<file path="src/rtl/life_pkg.sv">
// Shared board geometry, FSM state encoding and common rule masks for the
// life step engine and its test environment.
package life_pkg;

  localparam int ROWS = 8;
  localparam int COLS = 8;

  localparam logic [8:0] B3_MASK  = 9'h008;
  localparam logic [8:0] S23_MASK = 9'h00C;

  typedef enum logic [1:0] {
    IDLE,
    WRITE,
    DONE
  } state_e;

  function automatic int idx(input int r, input int c);
    return COLS * r + c;
  endfunction

endpackage

</file>
<file path="src/rtl/life_cell_rule.sv">
// One cell of a life-like rule: counts the eight neighbours and looks the
// count up in the birth or survive mask depending on the cell's own state.
module life_cell_rule (
  input  logic [7:0] nbrs_i,
  input  logic       self_i,
  input  logic [8:0] birth_mask_i,
  input  logic [8:0] survive_mask_i,
  output logic       next_o
);

  logic [3:0] count;

  always_comb begin
    count = '0;
    for (int k = 0; k < 8; k++) begin
      count = count + 4'(nbrs_i[k]);
    end
  end

  assign next_o = self_i ? survive_mask_i[count] : birth_mask_i[count];

endmodule

</file>
<file path="src/rtl/life_step_engine.sv">
// Computes one life-like generation from a snapshot of the board and writes
// it back one row per cycle through the board's row-load port.
module life_step_engine
  import life_pkg::*;
#(
  parameter int WRAP  = 1,
  parameter int GEN_W = 16
) (
  input  logic             clk,
  input  logic             reset_n,
  input  logic             start,
  input  logic [63:0]      cells,
  input  logic [8:0]       birth_mask,
  input  logic [8:0]       survive_mask,
  output logic             load_r,
  output logic [2:0]       r_select,
  output logic [7:0]       r_val,
  output logic             busy,
  output logic             done,
  output logic [GEN_W-1:0] gen_count
);

  state_e           state_q, state_d;
  logic [2:0]       row_q, row_d;
  logic [63:0]      snap_q, snap_d;
  logic [8:0]       birth_q, birth_d;
  logic [8:0]       survive_q, survive_d;
  logic [GEN_W-1:0] gen_q, gen_d;

  logic [2:0] rowUp, rowDn;
  logic [7:0] upBits, curBits, dnBits;
  logic [7:0] nextRow;

  always_ff @(posedge clk or negedge reset_n) begin
    if (!reset_n) begin
      state_q   <= IDLE;
      row_q     <= '0;
      snap_q    <= '0;
      birth_q   <= '0;
      survive_q <= '0;
      gen_q     <= '0;
    end else begin
      state_q   <= state_d;
      row_q     <= row_d;
      snap_q    <= snap_d;
      birth_q   <= birth_d;
      survive_q <= survive_d;
      gen_q     <= gen_d;
    end
  end

  always_comb begin
    state_d   = state_q;
    row_d     = row_q;
    snap_d    = snap_q;
    birth_d   = birth_q;
    survive_d = survive_q;
    gen_d     = gen_q;
    load_r    = 1'b0;
    r_select  = '0;
    r_val     = '0;
    busy      = 1'b0;
    done      = 1'b0;
    unique case (state_q)
      IDLE: begin
        if (start) begin
          snap_d    = cells;
          birth_d   = birth_mask;
          survive_d = survive_mask;
          row_d     = '0;
          state_d   = WRITE;
        end
      end
      WRITE: begin
        load_r   = 1'b1;
        r_select = row_q;
        r_val    = nextRow;
        busy     = 1'b1;
        row_d    = row_q + 3'd1;
        if (row_q == 3'd7) begin
          state_d = DONE;
        end
      end
      DONE: begin
        busy    = 1'b1;
        done    = 1'b1;
        gen_d   = gen_q + GEN_W'(1);
        state_d = IDLE;
      end
      default: state_d = IDLE;
    endcase
  end

  // Row indices wrap naturally in 3 bits; without wrap the off-board row is dead.
  always_comb begin
    rowUp   = row_q - 3'd1;
    rowDn   = row_q + 3'd1;
    upBits  = snap_q[{rowUp, 3'b000} +: 8];
    curBits = snap_q[{row_q, 3'b000} +: 8];
    dnBits  = snap_q[{rowDn, 3'b000} +: 8];
    if (WRAP == 0 && row_q == 3'd0) begin
      upBits = '0;
    end
    if (WRAP == 0 && row_q == 3'd7) begin
      dnBits = '0;
    end
  end

  for (genvar c = 0; c < COLS; c++) begin : g_col
    localparam int   CL    = (c + COLS - 1) % COLS;
    localparam int   CR    = (c + 1) % COLS;
    localparam logic HAS_L = (WRAP != 0) || (c != 0);
    localparam logic HAS_R = (WRAP != 0) || (c != COLS - 1);

    logic [7:0] nbrs;

    assign nbrs = {upBits[CL] & HAS_L, upBits[c], upBits[CR] & HAS_R,
                   curBits[CL] & HAS_L, curBits[CR] & HAS_R,
                   dnBits[CL] & HAS_L, dnBits[c], dnBits[CR] & HAS_R};

    life_cell_rule u_rule (
      .nbrs_i         (nbrs),
      .self_i         (curBits[c]),
      .birth_mask_i   (birth_q),
      .survive_mask_i (survive_q),
      .next_o         (nextRow[c])
    );
  end

  assign gen_count = gen_q;

endmodule

</file>
<file path="config.mk">
export PLATFORM = sky130hd
export DESIGN_NAME = life_step_engine
export DESIGN_NICKNAME = d
export VERILOG_FILES = /design/src/rtl/life_pkg.sv /design/src/rtl/life_cell_rule.sv /design/src/rtl/life_step_engine.sv
export SDC_FILE = /design/constraint.sdc
export NUM_CORES = 1
export LEC_CHECK = 0
export CAP_MARGIN = 25
export CELL_PAD_IN_SITES_DETAIL_PLACEMENT = 0
export CELL_PAD_IN_SITES_GLOBAL_PLACEMENT = 1
export CORE_MARGIN = 4
export CORE_UTILIZATION = 40
export CTS_BUF_LIST = sky130_fd_sc_hd__clkbuf_4
export DETAILED_ROUTE_END_ITERATION = 6
export DONT_BUFFER_PORTS = 1
export MAX_ROUTING_LAYER = met4
export PLACE_DENSITY_LB_ADDON = 0.12
export SLEW_MARGIN = 5
export SYNTH_ARGS = -nofsm -noshare
export SYNTH_HDL_FRONTEND = slang
export SYNTH_SLANG_ARGS = --single-unit
</file>
<file path="constraint.sdc">
create_clock -name clk -period 16.15 [get_ports clk]
set_input_delay 1.615 -clock clk [delete_from_list [all_inputs] [get_ports clk]]
set_output_delay 1.615 -clock clk [all_outputs]
set_load 0.05 [all_outputs]
</file>
Yosys cells after proc, flatten, opt, wreduce, memory -nomap -nowiden
Cells that the tools add are included.

Bits of input ports: 85. Word-level logic and storage cells: 137. Bits in registers: 103. Output and inout port bits: 30.

Add/subtract/negate cells: 59. Shifts and indexed selects: 3. Equal/unequal tests: 5. Order comparisons: 8. Multiplexer cells: 50. Reductions and logical operators: 6.

Operators by type and width (number): 4-bit by 1-bit adder with 4-bit output (48); 64-bit by 7-bit indexed part select with 8-bit output (3); 1-bit binary-select mux with 4-bit select (16); 4-bit by 5-bit < comparator with 1-bit output (second input constant) (8); 1-bit 2-to-1 mux (27); 1-bit by 1-bit adder with 2-bit output (8); 16-bit by 1-bit adder with 16-bit output (second input constant) (1); 8-bit 2-to-1 mux (1); 3-bit 2-to-1 mux (2); 3-bit one-hot mux with 2 select lines (1); 2-bit AND reduction (3); 2-bit 2-to-1 mux (2); 2-bit != test (second input constant) (2); 2-bit one-hot mux with 2 select lines (1); 3-bit by 1-bit adder with 3-bit output (second input constant) (1); 3-bit equality test (second input constant) (1); 3-bit by 1-bit subtractor with 3-bit output (second input constant) (1); 2-bit by 1-bit equality test with 1-bit output (second input constant) (1); 2-bit equality test (second input constant) (1); 2-bit logical NOT (1); 2-bit nonzero test (1); 2-bit OR reduction (1).

Longest topological paths before layout
Depth in word-level cells: 13. Depth in mapped cells: 20. Gate-level depth less buffers: 17.

By module
Synthesis repeated with hierarchy kept, for this count alone.

Cells, all modules: 627. Area total of the unflattened synthesis: 8187.9 um^2.

Modules (own cells, without submodules): life_step_engine (cells an instance 375, times used 1, area an instance 5395.2 um^2, sequential area each 2577.5 um^2); life_cell_rule (g_col[0].u_rule ...) (cells an instance 33, times used 4, area an instance 352.8 um^2, sequential area each 0.0 um^2); life_cell_rule (g_col[3].u_rule ...) (cells an instance 30, times used 4, area an instance 345.3 um^2, sequential area each 0.0 um^2).

Least setup slack after synthesis
OpenSTA, ideal clock, no wires.

Path type: reg-to-output. Start: reg row_q[1]. End: out r_val[0]. Cell stages (with the launch flop): 17. Path buffers: 1. Slack: 8.621 ns. Arrival time: 5.914 ns. Cell sequence: dfrtp_1 ha_1 ha_1 clkbuf_1 mux4_2 ha_1 inv_1 fa_1 fa_1 inv_1 fa_1 inv_1 fa_1 mux4_2 mux2_2 nand2_1 a311oi_1.

Longest elaborated chain between the ends: 13. Elaborated cells between the ends (all ways): 18.

Ends and longest elaborated chain: start, declared (line life_step_engine.sv:24) `logic [2:0] row_q, row_d;`; start signal, assigned (line life_step_engine.sv:44) `row_q <= row_d;`; 3-bit by 1-bit adder with 3-bit output (line life_step_engine.sv:97) `rowDn = row_q + 3'd1;`; 64-bit by 7-bit indexed part select with 8-bit output (line life_step_engine.sv:100) `dnBits = snap_q[{rowDn, 3'b000} +: 8];`; 1-bit by 1-bit adder with 2-bit output (line life_cell_rule.sv:16) `count = count + 4'(nbrs_i[k]);`; 4-bit by 1-bit adder with 4-bit output (6 in series) (line life_cell_rule.sv:16); 1-bit binary-select mux with 4-bit select (line life_cell_rule.sv:20) `assign next_o = self_i ? survive_mask_i[count] : birth_mask_i[count];`; 1-bit 2-to-1 mux (not written as such) (line life_cell_rule.sv:20); 1-bit 2-to-1 mux * (line life_cell_rule.sv:20); 8-bit 2-to-1 mux * (line life_step_engine.sv:64) `unique case (state_q)`; end, declared (line life_step_engine.sv:17) `output logic [7:0] r_val,`.

Mark *: on every way between the ends. The rest lies on a longest branch, timed or not. The select of a mux whose other input is x is not followed.

Worst setup path after layout
Start: reg row_q[0]. End: out r_val[2].

The elaborated chain is that of the path after synthesis.

==> flow_metrics.env <==
export IMPL_status="completed"
export IMPL_wirelength_um=19800
export IMPL_drt_iter0_drc=293
export IMPL_holdBufCountCts=0
export IMPL_worstMarginPinSlew_ns=0.985
export IMPL_timing_final_crit_share=0.540
export IMPL_nets=733
export IMPL_fin_cells=858
export IMPL_synth_cell_types=54
export IMPL_end_kind="primary output"
export IMPL_cts_root_buf="clkbuf_4"
export IMPL_routed_top_layer="met4"
export IMPL_rsz0062_at_grt="no"
export IMPL_cts_tree="done"
export IMPL_detailroute_wirelength_met3_um=1000
export IMPL_routedWlPerCell_um=23.1
export IMPL_drv_slew=0
export IMPL_synth_area_per_cell_um2=13.4
export IMPL_grt_usage=0.189
export IMPL_dp_hpwl_um=15100
export IMPL_first_pass_iters=5
export IMPL_final_hold_viol_count=0
export IMPL_synthCells=595
export IMPL_dieArea_um2=22300
export IMPL_yosysSeqAreaShare=0.323
export IMPL_synthArstFlopShare=1.00
export IMPL_syn_area_um2=7980
export IMPL_worstSetupPathType="flip-flop to primary output"
export IMPL_drv_cap=0
export IMPL_cp_slowest_cell="mux4_1"
export IMPL_place_gp_congestion=0.821
export IMPL_dpl_cell_count=838
export IMPL_core_um2=19500
export IMPL_start_util=0.408
export IMPL_max_freq_ghz=0.115
export IMPL_setup_viol=0
export IMPL_io_buffers=0
export IMPL_crit_path_max_incr_delay_ns=0.83
export IMPL_path_common_cell="fa_1"
export IMPL_cts_path_max_buffers=2
export IMPL_drive_gt1_frac=0.312
export IMPL_ctsHtreeMaxLevel=3
export IMPL_worst_slew_margin_rel=0.341
export IMPL_synth_edf_count=0
export IMPL_crit_fanout=36
export IMPL_clk_latency_ns=0.51
export IMPL_crit_path_start_kind="flip-flop"
export IMPL_die_height_um=149
export IMPL_drc_errors=0
export IMPL_wl_met2_um=9250
export IMPL_hold_path_class="flip-flop to flip-flop"
export IMPL_ctsResizeCount=0
export IMPL_areaGrowthSynthToFinish_pct=4.85
export IMPL_vias=4970
export IMPL_clk_pin_slew_ns=0.20
export IMPL_die_w_um=149
export IMPL_syn_num_nets=743
export IMPL_met1_length_um=9320
export IMPL_synth_seq_cells=103
export IMPL_worstPathArrival_ns=7.10
export IMPL_critical_path_buf_inv_count=3
export IMPL_grt_pass1_wl_um=31500
export IMPL_grt_pass1_vias=5308
export IMPL_postCtsSetupBuffers=0
export IMPL_fin_setup_tns_ns=0
export IMPL_ios=115
export IMPL_antenna_left=0
export IMPL_skew_ns=0.0361
export IMPL_grt_overflow_total=0
export IMPL_synth_main_ff_cell="dfrtp_1"
export IMPL_rows=51
export IMPL_crit_family="adder cells"
export IMPL_numCtsBuffers=9
export IMPL_ys_warn_count=0
export IMPL_antenna_found_initial=3
export IMPL_crit_chain="buf_4 -> inv_1 -> ha_1 -> xor2_1 -> mux4_1 -> fa_1 -> inv_1 -> fa_1 -> fa_1 -> fa_1 -> mux4_1 -> mux2_2 -> a31oi_1 -> nand4_1 -> and3_1"
export IMPL_cts_sinks=103
export IMPL_min_period_ns=8.72
export IMPL_grt_max_degree=104
export IMPL_viasPerCell=5.79
export IMPL_cp_required_ns=14.53
per-layer routing:
metal / up-vias / track usage
met1: 2578 / 0.263
met2: 165 / 0.292
met4: 0 / 0.0375
met5: - / -
li1: 2206 / -
met3: 21 / 0.0383
Yosys cell counts (2+ instances only):
library cell,instances,share of area
nor2b_1,8,0.0063
nor4b_1,2,0.0022
a221oi_1,3,0.0033
mux2_2,102,0.14
buf_2,5,0.0031
mux2i_1,34,0.043
ha_1,31,0.049
and3_1,6,0.0047
dfrtp_1,103,0.32
nand3_1,8,0.0050
mux4_1,20,0.066
o211a_1,2,0.0025
a221oi_2,2,0.0038
nand4_1,6,0.0047
mux4_2,44,0.12
nor3_1,3,0.0019
xor2_1,11,0.012
buf_12,2,0.0050
clkbuf_1,13,0.0061
o21ai_0,6,0.0038
a32o_1,2,0.0025
clkinv_2,2,0.0013
o21ai_1,2,0.0013
nand2_1,23,0.011
nand2b_1,2,0.0016
mux2i_4,2,0.0056
nor2_1,14,0.0066
buf_6,3,0.0042
o21a_1,2,0.0019
fa_1,32,0.080
a21oi_1,10,0.0063
inv_1,56,0.026
xnor2_1,13,0.014
path summary, 6_finish.rpt:
| check | slack (ns) | depth (start not counted) | endpoint | startpoint |
|---|---|---|---|---|
| max | 7.43 | 15 | r_val[2] | row_q[0]$_DFFE_PN0P_ |
| min | 0.55 | 1 | snap_q[49]$_DFFE_PN0P_ | snap_q[49]$_DFFE_PN0P_ |
| max reg2reg | 13.70 | 4 | row_q[1]$_DFFE_PN0P_ | row_q[0]$_DFFE_PN0P_ |
| min reg2reg | 0.55 | 1 | snap_q[49]$_DFFE_PN0P_ | snap_q[49]$_DFFE_PN0P_ |
| max in group asynchronous | 15.16 | 0 | snap_q[44]$_DFFE_PN0P_ | reset_n |
| min in group asynchronous | 0.77 | 0 | state_q[0]$_DFFE_PN0P_ | reset_n |
layout make-up:
| cell class | count | area (µm²) |
|---|---|---|
| Clock buffer | 10 | 75.1 |
| Timing Repair Buffer | 6 | 65.1 |
| Multi-Input combinational cell | 407 | 5020 |
| Inverter | 58 | 220 |
| Tap cell | 265 | 332 |
| Sequential cell | 103 | 2580 |
| Clock inverter | 6 | 62.6 |
| Antenna cell | 3 | 7.51 |
| Fill cell | 1850 | 11200 |
registers in the layout (all words and copies together), names as in the netlist:
name	flops
state_q	2
snap_q	64
survive_q	9
gen_count	16
birth_q	9
row_q	3
worst register-to-register path, delay by kind of cell, from the launching register on:
family                     cells  cell delay (ns)
AOI/OAI and AO/OA              1             0.26
adders and majority gates      1             0.86
buffers and inverters          2             0.92
DFF                            1             0.37
metrics by stage:
step / utilization / setup slack, ns / area, µm² / hold WS [ns]
global route: 0.428 / 6.99 / 8360 / 0.583
detailed placement: 0.419 / 7.93 / 8190 / 0.517
floorplan: - / 8.62 / 7980 / 0.488
finish: 0.428 / 7.43 / 8360 / 0.551
global placement: 0.419 / 8.04 / 8180 / 0.511
CTS: 0.426 / 7.32 / 8330 / 0.558
placed cells by master, fill, tap and decap left out, types with 11 or more instances in the layout:
master   netlist  final
xnor2_1       13     13
mux4_1        20     20
mux2i_1       34     34
ha_1          31     31
nor2_1        14     14
xor2_1        11     11
nand2_1       23     22
fa_1          32     32
inv_1         56     56
dfrtp_1      103    103
mux4_2        44     44
mux2_2       102    102
cells by family (layout without fill, tap and decap cells):
| group | Yosys count | count (layout) | share of synthesized area |
|---|---|---|---|
| compound gates | 38 | 38 | 0.0342 |
| xor+xnor | 24 | 24 | 0.0264 |
| fa+ha+maj | 63 | 63 | 0.129 |
| buf+inv | 85 | 80 | 0.0507 |
| flops | 103 | 103 | 0.323 |
| mux | 204 | 204 | 0.386 |
| other cells | 0 | 3 | 0 |
| simple gates | 78 | 78 | 0.0505 |
Power is not shown: default switching activity piles up to over one toggle a cycle in this logic, so the estimate is an artifact.
